==> src/rtl/fetch_unit.sv <==
// fetch_unit -- instruction-supply end of the SISC datapath.
//
// Owns the PC, computes branch targets, fetches instructions from an
// instruction memory over a req/ack handshake and drives the 32-bit `ir`
// consumed by the core.
//
// Ports:
//   clk, rst_f                 clock, synchronous active-high reset
//   pc_rst, pc_write, pc_sel,  ctrl strobes for the PC
//   br_sel, br_imm             branch target select / offset-or-address
//   ir_load                    start a fetch at the current PC
//   ir, ir_valid               instruction register and its valid flag
//   pc_out                     current PC
//   busy                       fetch in flight
//   fetch_err                  one-cycle pulse when a fetch times out
//   imem_req/addr/rdata/ack    instruction memory read handshake
module fetch_unit #(
  parameter int ADDR_W   = 16,
  parameter int DATA_W   = 32,
  parameter int RESET_PC = 0,
  parameter int TIMEOUT  = 15   // 1..255
) (
  input  logic              clk,
  input  logic              rst_f,
  input  logic              pc_rst,
  input  logic              pc_write,
  input  logic              pc_sel,
  input  logic              br_sel,
  input  logic [ADDR_W-1:0] br_imm,
  input  logic              ir_load,
  output logic [DATA_W-1:0] ir,
  output logic [ADDR_W-1:0] pc_out,
  output logic              ir_valid,
  output logic              busy,
  output logic              fetch_err,
  output logic              imem_req,
  output logic [ADDR_W-1:0] imem_addr,
  input  logic [DATA_W-1:0] imem_rdata,
  input  logic              imem_ack
);

  localparam logic [ADDR_W-1:0] RST_PC = ADDR_W'(RESET_PC);
  localparam logic [7:0]        TO_CNT = 8'(TIMEOUT);

  typedef enum logic [1:0] {IDLE, REQ, DONE} state_t;

  state_t            state, state_n;
  logic [ADDR_W-1:0] pc_q, br_addr;
  logic [DATA_W-1:0] ir_q, ir_n;
  logic              vld_q, vld_n;
  logic              req_q, req_n;
  logic [ADDR_W-1:0] addr_q, addr_n;
  logic [7:0]        cnt_q, cnt_n;
  logic              err_q, err_n;

  // Branch target; both forms wrap modulo 2^ADDR_W.
  assign br_addr = br_sel ? br_imm : (pc_q + ADDR_W'(1) + br_imm);

  // PC is independent of the fetch FSM: a fetch in flight keeps the
  // address it latched, so PC may move freely underneath it.
  always_ff @(posedge clk) begin
    if (rst_f)         pc_q <= RST_PC;
    else if (pc_rst)   pc_q <= RST_PC;
    else if (pc_write) pc_q <= pc_sel ? br_addr : (pc_q + ADDR_W'(1));
  end

  always_ff @(posedge clk) begin
    if (rst_f) begin
      state  <= IDLE;
      ir_q   <= '0;
      vld_q  <= 1'b0;
      req_q  <= 1'b0;
      addr_q <= '0;
      cnt_q  <= '0;
      err_q  <= 1'b0;
    end else begin
      state  <= state_n;
      ir_q   <= ir_n;
      vld_q  <= vld_n;
      req_q  <= req_n;
      addr_q <= addr_n;
      cnt_q  <= cnt_n;
      err_q  <= err_n;
    end
  end

  always_comb begin
    state_n = state;
    ir_n    = ir_q;
    vld_n   = vld_q;
    req_n   = req_q;
    addr_n  = addr_q;
    cnt_n   = cnt_q;
    err_n   = 1'b0;
    case (state)
      // DONE behaves like IDLE so back-to-back fetches need no bubble.
      // The fetch address is the PC before any same-cycle pc_write.
      IDLE, DONE: begin
        state_n = IDLE;
        if (ir_load) begin
          state_n = REQ;
          req_n   = 1'b1;
          addr_n  = pc_q;
          vld_n   = 1'b0;
          cnt_n   = '0;
        end
      end
      REQ: begin
        // Ack is checked first so an ack on the timeout cycle still wins.
        if (imem_ack) begin
          ir_n    = imem_rdata;
          vld_n   = 1'b1;
          req_n   = 1'b0;
          state_n = DONE;
        end else if (cnt_q == TO_CNT) begin
          ir_n    = '0;          // deliver a NOP so the core keeps going
          vld_n   = 1'b1;
          err_n   = 1'b1;
          req_n   = 1'b0;
          state_n = DONE;
        end else begin
          cnt_n = cnt_q + 8'd1;
        end
      end
      default: state_n = IDLE;
    endcase
  end

  assign pc_out    = pc_q;
  assign ir        = ir_q;
  assign ir_valid  = vld_q;
  assign imem_req  = req_q;
  assign busy      = req_q;
  assign imem_addr = addr_q;
  assign fetch_err = err_q;

endmodule

==> config.mk <==
export PLATFORM = sky130hd
export DESIGN_NAME = fetch_unit
export DESIGN_NICKNAME = d
export VERILOG_FILES = /design/src/rtl/fetch_unit.sv
export SDC_FILE = /design/constraint.sdc
export NUM_CORES = 1
export LEC_CHECK = 0
export CORE_MARGIN = 2
export CORE_UTILIZATION = 50
export CTS_BUF_LIST = sky130_fd_sc_hd__clkbuf_4
export DETAILED_ROUTE_END_ITERATION = 8
export GPL_TIMING_DRIVEN = 1
export PLACE_DENSITY = 0.83
export SETUP_SLACK_MARGIN = 0.1
export SYNTH_ARGS = -nofsm -noshare
export SYNTH_HDL_FRONTEND = slang
export SYNTH_SLANG_ARGS = --single-unit
==> constraint.sdc <==
create_clock -name clk -period 4.49 [get_ports clk]
set_input_delay 0.898 -clock clk [delete_from_list [all_inputs] [get_ports clk]]
set_output_delay 0.898 -clock clk [all_outputs]
set_load 0.005 [all_outputs]
# After elaboration in Yosys (flattened, before gate mapping)
# Index checks and enable logic that the tools add are counted.
# word_totals
elab_cells	50
regBits	77
inputBits	56
out_inout_bits	68
# op_classes
eq_ne	7
bitwise_logic	1
reduce_logical	10
n_mux	21
add_sub_neg	3
# ops
cell	count
2-to-1 mux 32 bit	2
2-to-1 mux 16 bit	2
2-to-1 mux 8 bit	3
adder 16 x 1 -> 16 bit, second input constant	1
adder 16 bit	1
case mux 8 bit (2 select lines)	1
adder 8 x 1 -> 8 bit, second input constant	1
equality test 8 x 4 -> 1 bit, second input constant	1
2-to-1 mux 1 bit	8
!= test 2 bit, second input constant	3
2-to-1 mux 2 bit	2
case mux 1 bit (2 select lines)	2
case mux 2 bit (2 select lines)	1
AND reduction 2 bit	2
AND reduction 4 bit	1
nonzero test 2 bit	2
OR reduction 2 bit	2
!= test 3 bit, second input constant	1
AND reduction 3 bit	1
OR reduction 3 bit	1
equality test 2 x 1 -> 1 bit, second input constant	1
equality test 2 bit, second input constant	1
logical NOT 2 bit	1
NOT 1 bit	1

# Longest topological paths before layout
# Gate-level depths: netlist of the first run.
# logic_depth
word_depth	4
depth_mapped	13

# Worst setup path before layout of the first run
# Ideal clock, no wire load.
# synth_timing
path_kind	reg2reg
start	register pc_q[0] (netlist: pc_out[0])
end	register pc_q[14] (netlist: pc_out[14])
path_slack_ns	1.348
arrival_ns	3.038
setup_ns	0.103
stages_incl_launch_ff	13
path_cell_list	dfxtp_1 > ha_1 > nand3_2 > nor2_1 > and3_1 > xnor2_1 > ha_1 > clkbuf_1 > a21o_1 > a21oi_1 > mux2_2 > a31o_2 > a2111oi_2
# synth_between
elab_chain_cells	4
# synth_rtl
element	line_no	text
start, declared	48	logic [ADDR_W-1:0] pc_q, br_addr;
start signal, assigned	64	else if (pc_write) pc_q <= pc_sel ? br_addr : (pc_q + ADDR_W'(1));
adder 16 x 1 -> 16 bit *	57, 64	
adder 16 bit	57	assign br_addr = br_sel ? br_imm : (pc_q + ADDR_W'(1) + br_imm);
2-to-1 mux 16 bit	57	
2-to-1 mux 16 bit *	64	
# Mark *: on every way between the ends. The rest lies on a longest branch, timed or not.
# A chain may end at the register's enable or synchronous reset.

# Worst setup path after layout of the first run
# layout_timing
start	register pc_q[0] (netlist: pc_out[0])
end	register pc_q[15] (netlist: pc_out[15])
# The elaborated chain is that of the path after synthesis.

==> results of run 1 <==
Yosys cell counts, types with 3 or more instances:
cell type | count | area share [%]
o21ai_0 | 21 | 2.4
nand2b_1 | 5 | 0.72
xor2_1 | 16 | 3.2
buf_2 | 5 | 0.57
and3_1 | 6 | 0.86
nor2b_1 | 3 | 0.43
a21oi_1 | 82 | 9.4
nor3_1 | 6 | 0.69
dfxtp_1 | 77 | 35
nand2_1 | 98 | 8.4
a21o_1 | 9 | 1.5
a221oi_1 | 3 | 0.60
inv_1 | 7 | 0.60
nor2_1 | 36 | 3.1
a211oi_1 | 5 | 0.86
nand3_1 | 45 | 5.2
clkbuf_1 | 34 | 2.9
nand4_1 | 10 | 1.4
o211ai_1 | 8 | 1.4
xnor2_1 | 12 | 2.4
ha_1 | 21 | 6.0
and2_1 | 3 | 0.43
o21a_1 | 3 | 0.52
or3_1 | 3 | 0.43
cells by family after synthesis:
group                    share of synthesized area (%)
AO/OA/AOI/OAI                                     22.0
AND/OR/NAND/NOR                                   24.9
adder cells (fa/ha/maj)                           6.49
flip-flops                                        35.4
buffers and inverters                             4.48
XOR/XNOR                                          6.00
multiplexers                                     0.718
where the power goes:
group	internal, W	total [W]	switching (W)
registers	0.000703	0.000724	0.0000208
clock network	0.000119	0.000384	0.000265
logic	0.000141	0.000278	0.000138
how the worst max path moves through the flow:
stage | endpoint | slack [ns] | cells past startpoint
after floorplan | pc_out[14]$_SDFFE_PP0P_ | 1.35 | 12
after CTS | pc_out[15]$_SDFFE_PP0P_ | 0.96 | 11
final | pc_out[15]$_SDFFE_PP0P_ | 0.92 | 11
after detailed placement | pc_out[14]$_SDFFE_PP0P_ | 0.90 | 9
after global placement | pc_out[14]$_SDFFE_PP0P_ | 1.02 | 9
after global routing | pc_out[15]$_SDFFE_PP0P_ | 0.68 | 11
metrics by stage:
step,area (sq um),hold slack (ns)
floorplan,4360,0.453
global placement,5600,0.443
detailed placement,5600,0.447
CTS,5720,0.465
global route,5720,0.491
finish,5720,0.467
registers in the layout, summed over array words and instances (netlist names):
register and flops:
imem_addr 16, ir_valid 1, busy 1, fetch_err 1, state 2, pc_out 16
cnt_q 8, ir 32
layout make-up:
| cell class | instances | area, sq um |
|---|---|---|
| Tap cell | 108 | 135 |
| Inverter | 7 | 26.3 |
| Multi-Input combinational cell | 438 | 2620 |
| Clock inverter | 7 | 55.1 |
| Clock buffer | 9 | 67.6 |
| Timing Repair Buffer | 129 | 1270 |
| Sequential cell | 77 | 1540 |
| Fill cell | 737 | 2870 |
per-layer routing:
layer  wire length, microns  up-vias  track usage, %
li1                       -     2180               -
met1                   5280     2099            32.0
met2                   6060      156            43.8
met3                    630       21            3.74
met4                    265        0            10.4
met5                      0        -               0
worst reg2reg max path: cells and delay by family (launching register included):
| family | cells | cell delay (ns) |
|---|---|---|
| adders and majority gates | 2 | 0.67 |
| AOI/OAI and AO/OA | 3 | 0.79 |
| DFF | 1 | 0.56 |
| and+or+nand+nor | 5 | 1.15 |
| xor gates and xnor gates | 1 | 0.27 |
==> results.md, run 1 <==
- Hold depth: 2
- Worst slew pin tran: 1.16 ns
- Reg2Reg Launch Point: pc_out[0]$_SDFFE_PP0P_
- Crit path capture type: register
- Pre-CTS setup slack: ~0.90 ns
- Syn nets: 642
- Synth cell types: 60
- Clock latency at the later pin of the worst-skew pair: 0.42 ns
- CTS root buf: clkbuf_4
- Final worst setup slack: 0.917 ns
- Remaining Overflow, GRT: 0
- Final wirelength: 12,200 microns
- Final Hold Fails: 0
- # IOs: 124
- CP startpoint kind: register
- Overall Power: 0.00139 W
- Endpoints failing setup: 0
- DP HPWL: 9080 microns
- Placer Congestion: 0.946
- Die width: approximately 100 microns
- Fin cells: 775
- Initial core utilization: approximately 51%
- Worst reg-to-reg path cell count: 11
- Cells after DPL: between 700 and 800
- Postcts setup bufs: 0
- WP data required: 4.78 ns
- Port bufs: 123
- Via count: 4,456
- Reg-to-reg slack, setup: 0.92 ns
- Initial antenna violation count: 0
- Status: completed
- Ys async rst share: 0%
- Core area: ~8600 sq um
- Area Growth Syn to Fin: 31.2%
- Row count: 34
- Layout Skew: 0.0155 ns
- Total negative setup slack: 0 ns
- H-Tree Depth: 3
- Mapped cell area: 4360 sq um
- Cell-by-cell trace of the critical path: ha_1 > nand3_2 > nor3_1 > xor2_1 > ha_1 > a21o_1 > o21ba_2 > nor2_1 > or3b_2 > a2111oi_1 > nor3_1
- Die height: 97.4 microns
- Mapped Cells: 564
- DRC: 0
- # diodes: 0
- Worst Setup Path Type: reg -> reg
- # resized after CTS: 0
- Leak: 2.11 nW
- Setup crit start: pc_out[0]$_SDFFE_PP0P_
- Vias in the first global route: 4,220
- Critical path's slowest cell: dfxtp_1
- Post-synthesis sequential area ratio: 35.4%
- Yosys Warn Count: 0
- Hold Crit Class: reg -> reg
- Sink Count: 77
- Pwr/cell area: ~240 nW/um^2
- Most frequent cells in the layout: 122 x clkdlybuf4s50_1, 98 x nand2_1, 82 x a21oi_1
- R2r endpoint: pc_out[15]$_SDFFE_PP0P_
- Final Max Tran Viols: 0
- Total Routing Usage GR: 25.5%
- CP bufs+invs: 0
- RSZ-0062 raised after global routing: false
- Crit-path max cell delay: 0.56 ns
- Max clock buf depth: 2
- DIE AREA: 9480 sq um
- CTS tree: yes
- CP top delay family: simple AND/OR/NAND/NOR gates
- Hold buffers post-CTS: 0
- Final ANT Viol Nets: 0
- Yosys reg bits: 77
- Largest net degree at the start of global routing: slightly below 60
- Crit path time final: ~3.6 ns
- Final net count: 740
- Drt via density: 5.75
- Relative slew slack: 22.7%
- Initial DRC count: between 200 and 300
- First-pass GRT wire length: 20,200 microns
- Post-synth EDFFs: 0
- Drt first pass iters: 5
- CTS Buf Count: 9
- HP Start: imem_addr[15]$_SDFFE_PP0P_
- Max-cap check violation count: 0
- Most used DFF post-synth: dfxtp_1
- Crit share post-route: 79.6%
- WHS Endpoint: imem_addr[15]$_SDFFE_PP0P_
- CP Max Fanout: 9
- WL/cell: 15.8 microns
- Worst VDD drop: 120 uV
- Average size of a mapped cell: 7.73 sq um
- Data arrival, critical path: 3.86 ns
- Fraction of layout cells with a size suffix above 1: 6.15%
- Fmax: 280 MHz
- Worst-path clk slew: 0.13 ns
- Util after Layout: 66.6%
- Most common cell after layout, fill and taps aside: clkdlybuf4s50_1
Note: power is estimated with default switching activity, not from simulation.
==> inputs of run 2 (changes only) <==
==> constraint.sdc (replaced) <==
create_clock -name clk -period 3.3 [get_ports clk]
set_input_delay 0.66 -clock clk [delete_from_list [all_inputs] [get_ports clk]]
set_output_delay 0.66 -clock clk [all_outputs]
set_load 0.005 [all_outputs]
==> run 2 against run 1 <==
Critical path depth grew 1. Global-route usage is 0.77 points lower. Hold slack lost 0.0040 ns. Cell area is 4.6% higher. Die area did not move. Sequential power grew 35%. Fmax grew 16%. Core utilization is 3.0 points higher. Largest cell class unchanged.
==> results.md, run 2 (synthesis results as in run 1) <==
- RSZ-0062 raised after global routing: false
- Total negative setup slack: 0 ns
- Worst-path clk slew: 0.15 ns
- Util after Layout: between 60% and 70%
- Final wirelength: around 12,000 microns
- Fillers: 679
- Sink Count: 77
- Sw Share: between 20 and 30%
- DP HPWL: 9200 microns
- CP Max Fanout: 5
- Initial antenna violation count: 0
- CP startpoint kind: register
- Drt via density: 5.65
- Endpoints failing setup: 0
- WP data required: 3.64 ns
- Final net count: roughly 760
- Row count: 34
- Status: completed
- Clock latency at the later pin of the worst-skew pair: about 0.43 ns
- Worst VDD drop: 199 uV
- Crit share post-route: between 90% and 100%
- Combinational share of power: 20.2%
- Seq pwr share: 49.1%
- Fmax: about 320 MHz
- Leak: 2.28 nW
- Final Max Tran Viols: 0
- Remaining Overflow, GRT: 0
- DRC: 0
- Most frequent cells in the layout: 122 x clkdlybuf4s50_1, 98 x nand2_1, 82 x a21oi_1
- Largest net degree at the start of global routing: 57
- Core area: 8590 sq um
- Pwr/cell area: 332 nW/um^2
- CTS Buf Count: 9
- Total Routing Usage GR: 24.7%
- Max-cap check violation count: 0
- Max FFs per register: 32
- Vias in the first global route: a little over 4,000
- Die width: 97.4 microns
- Worst Hold Margin: between 0.4 and 0.5 ns
- Hold Crit Class: reg -> reg
- Die height: 97.4 microns
- Clk pwr share: 30.7%
- # diodes: 0
- CTS root buf: clkbuf_4
- H-Tree Depth: 3
- Final Hold Fails: 0
- Relative slew slack: about half
- Port bufs: 123
- First-pass GRT wire length: 19,500 microns
- Drt first pass iters: 5
- Area Growth Syn to Fin: 37.2%
- Reg-to-reg slack, setup: about 0.22 ns
- Via count: 4,516
- Initial core utilization: about half
- Most common cell after layout, fill and taps aside: clkdlybuf4s50_1
- Crit path time final: between 3 and 4 ns
- Crit path capture type: register
- DIE AREA: 9480 sq um
- Hold buffers post-CTS: 0
- CTS tree: yes
- WL/cell: 15.3 microns
- Max clock buf depth: 2
- Placer Congestion: 0.923
- Fraction of layout cells with a size suffix above 1: 10.9%
- Sw power: 0.000584 W
- Initial DRC count: between 200 and 300
- Worst Setup Path Type: reg -> reg
- Worst slew pin tran: 0.753 ns
- Internal power: 0.00140 W
- Data arrival, critical path: 3.42 ns
- Layout Skew: 0.0183 ns
- # IOs: 124
- Final ANT Viol Nets: 0
run 2: per-stage QoR:
stage | total power, W | setup slack, ns | std cells | area, sq um
floorplan | 0.00120 | 0.158 | 564 | 4360
global placement | 0.00138 | 0.169 | 780 | 5750
detailed placement | 0.00139 | 0.0841 | 780 | 5750
CTS | 0.00199 | 0.117 | 796 | 5900
global route | 0.00207 | 0.0761 | 799 | 5980
finish | 0.00199 | 0.223 | 799 | 5980
run 2: final cells by class:
type | count | area, sq um | area share [%]
inverters | 7 | 26.3 | 0.439
repair buffers | 153 | 1450 | 24.3
well taps | 108 | 135 | 2.26
clock inverters | 7 | 80.1 | 1.34
multi-input cells | 438 | 2680 | 44.7
clock buffers | 9 | 67.6 | 1.13
flip-flops and latches | 77 | 1550 | 25.8
run 2: timing repair:
item	4_1_cts	5_1_grt
buffers inserted	0	3
setup endpoints to repair	0	4
resized for setup	0	12
run 2: path summary, 6_finish.rpt:
path                        startpoint                        end  cells past startpoint
max reg2reg     pc_out[1]$_SDFFE_PP0P_    pc_out[14]$_SDFFE_PP0P_                     12
min          imem_addr[2]$_SDFFE_PP0P_  imem_addr[2]$_SDFFE_PP0P_                      2
min reg2reg  imem_addr[2]$_SDFFE_PP0P_  imem_addr[2]$_SDFFE_PP0P_                      2
max             pc_out[1]$_SDFFE_PP0P_    pc_out[14]$_SDFFE_PP0P_                     12
run 2: power groups by stage:
stage          clock network [W]  registers (W)  logic, W
6_report                0.000609       0.000977  0.000402
3_3_place_gp                   0       0.000995  0.000384
5_1_grt                 0.000655       0.000981  0.000438
3_5_place_dp                   0       0.000997  0.000394
2_1_floorplan                  0       0.000998  0.000206
4_1_cts                 0.000618       0.000976  0.000396
run 2: critical path, stage by stage (launching register included):
cell	delay [ns]
dfxtp_2	0.38
buf_4	0.13
nand4_4	0.15
nor2_1	0.19
and2_4	0.19
xor2_2	0.18
ha_1	0.29
a21o_1	0.21
a21o_1	0.17
a21oi_1	0.19
mux2_2	0.36
a31o_2	0.22
a2111oi_2	0.34
run 2: layer usage:
layer | global-route usage, % | vias up | share of wire, %
li1 | - | 2235 | -
met1 | 32.0 | 2077 | 42
met2 | 41.8 | 177 | 49
met3 | 4.17 | 27 | 6.2
met4 | 8.33 | 0 | 2.1
met5 | 0 | - | 0
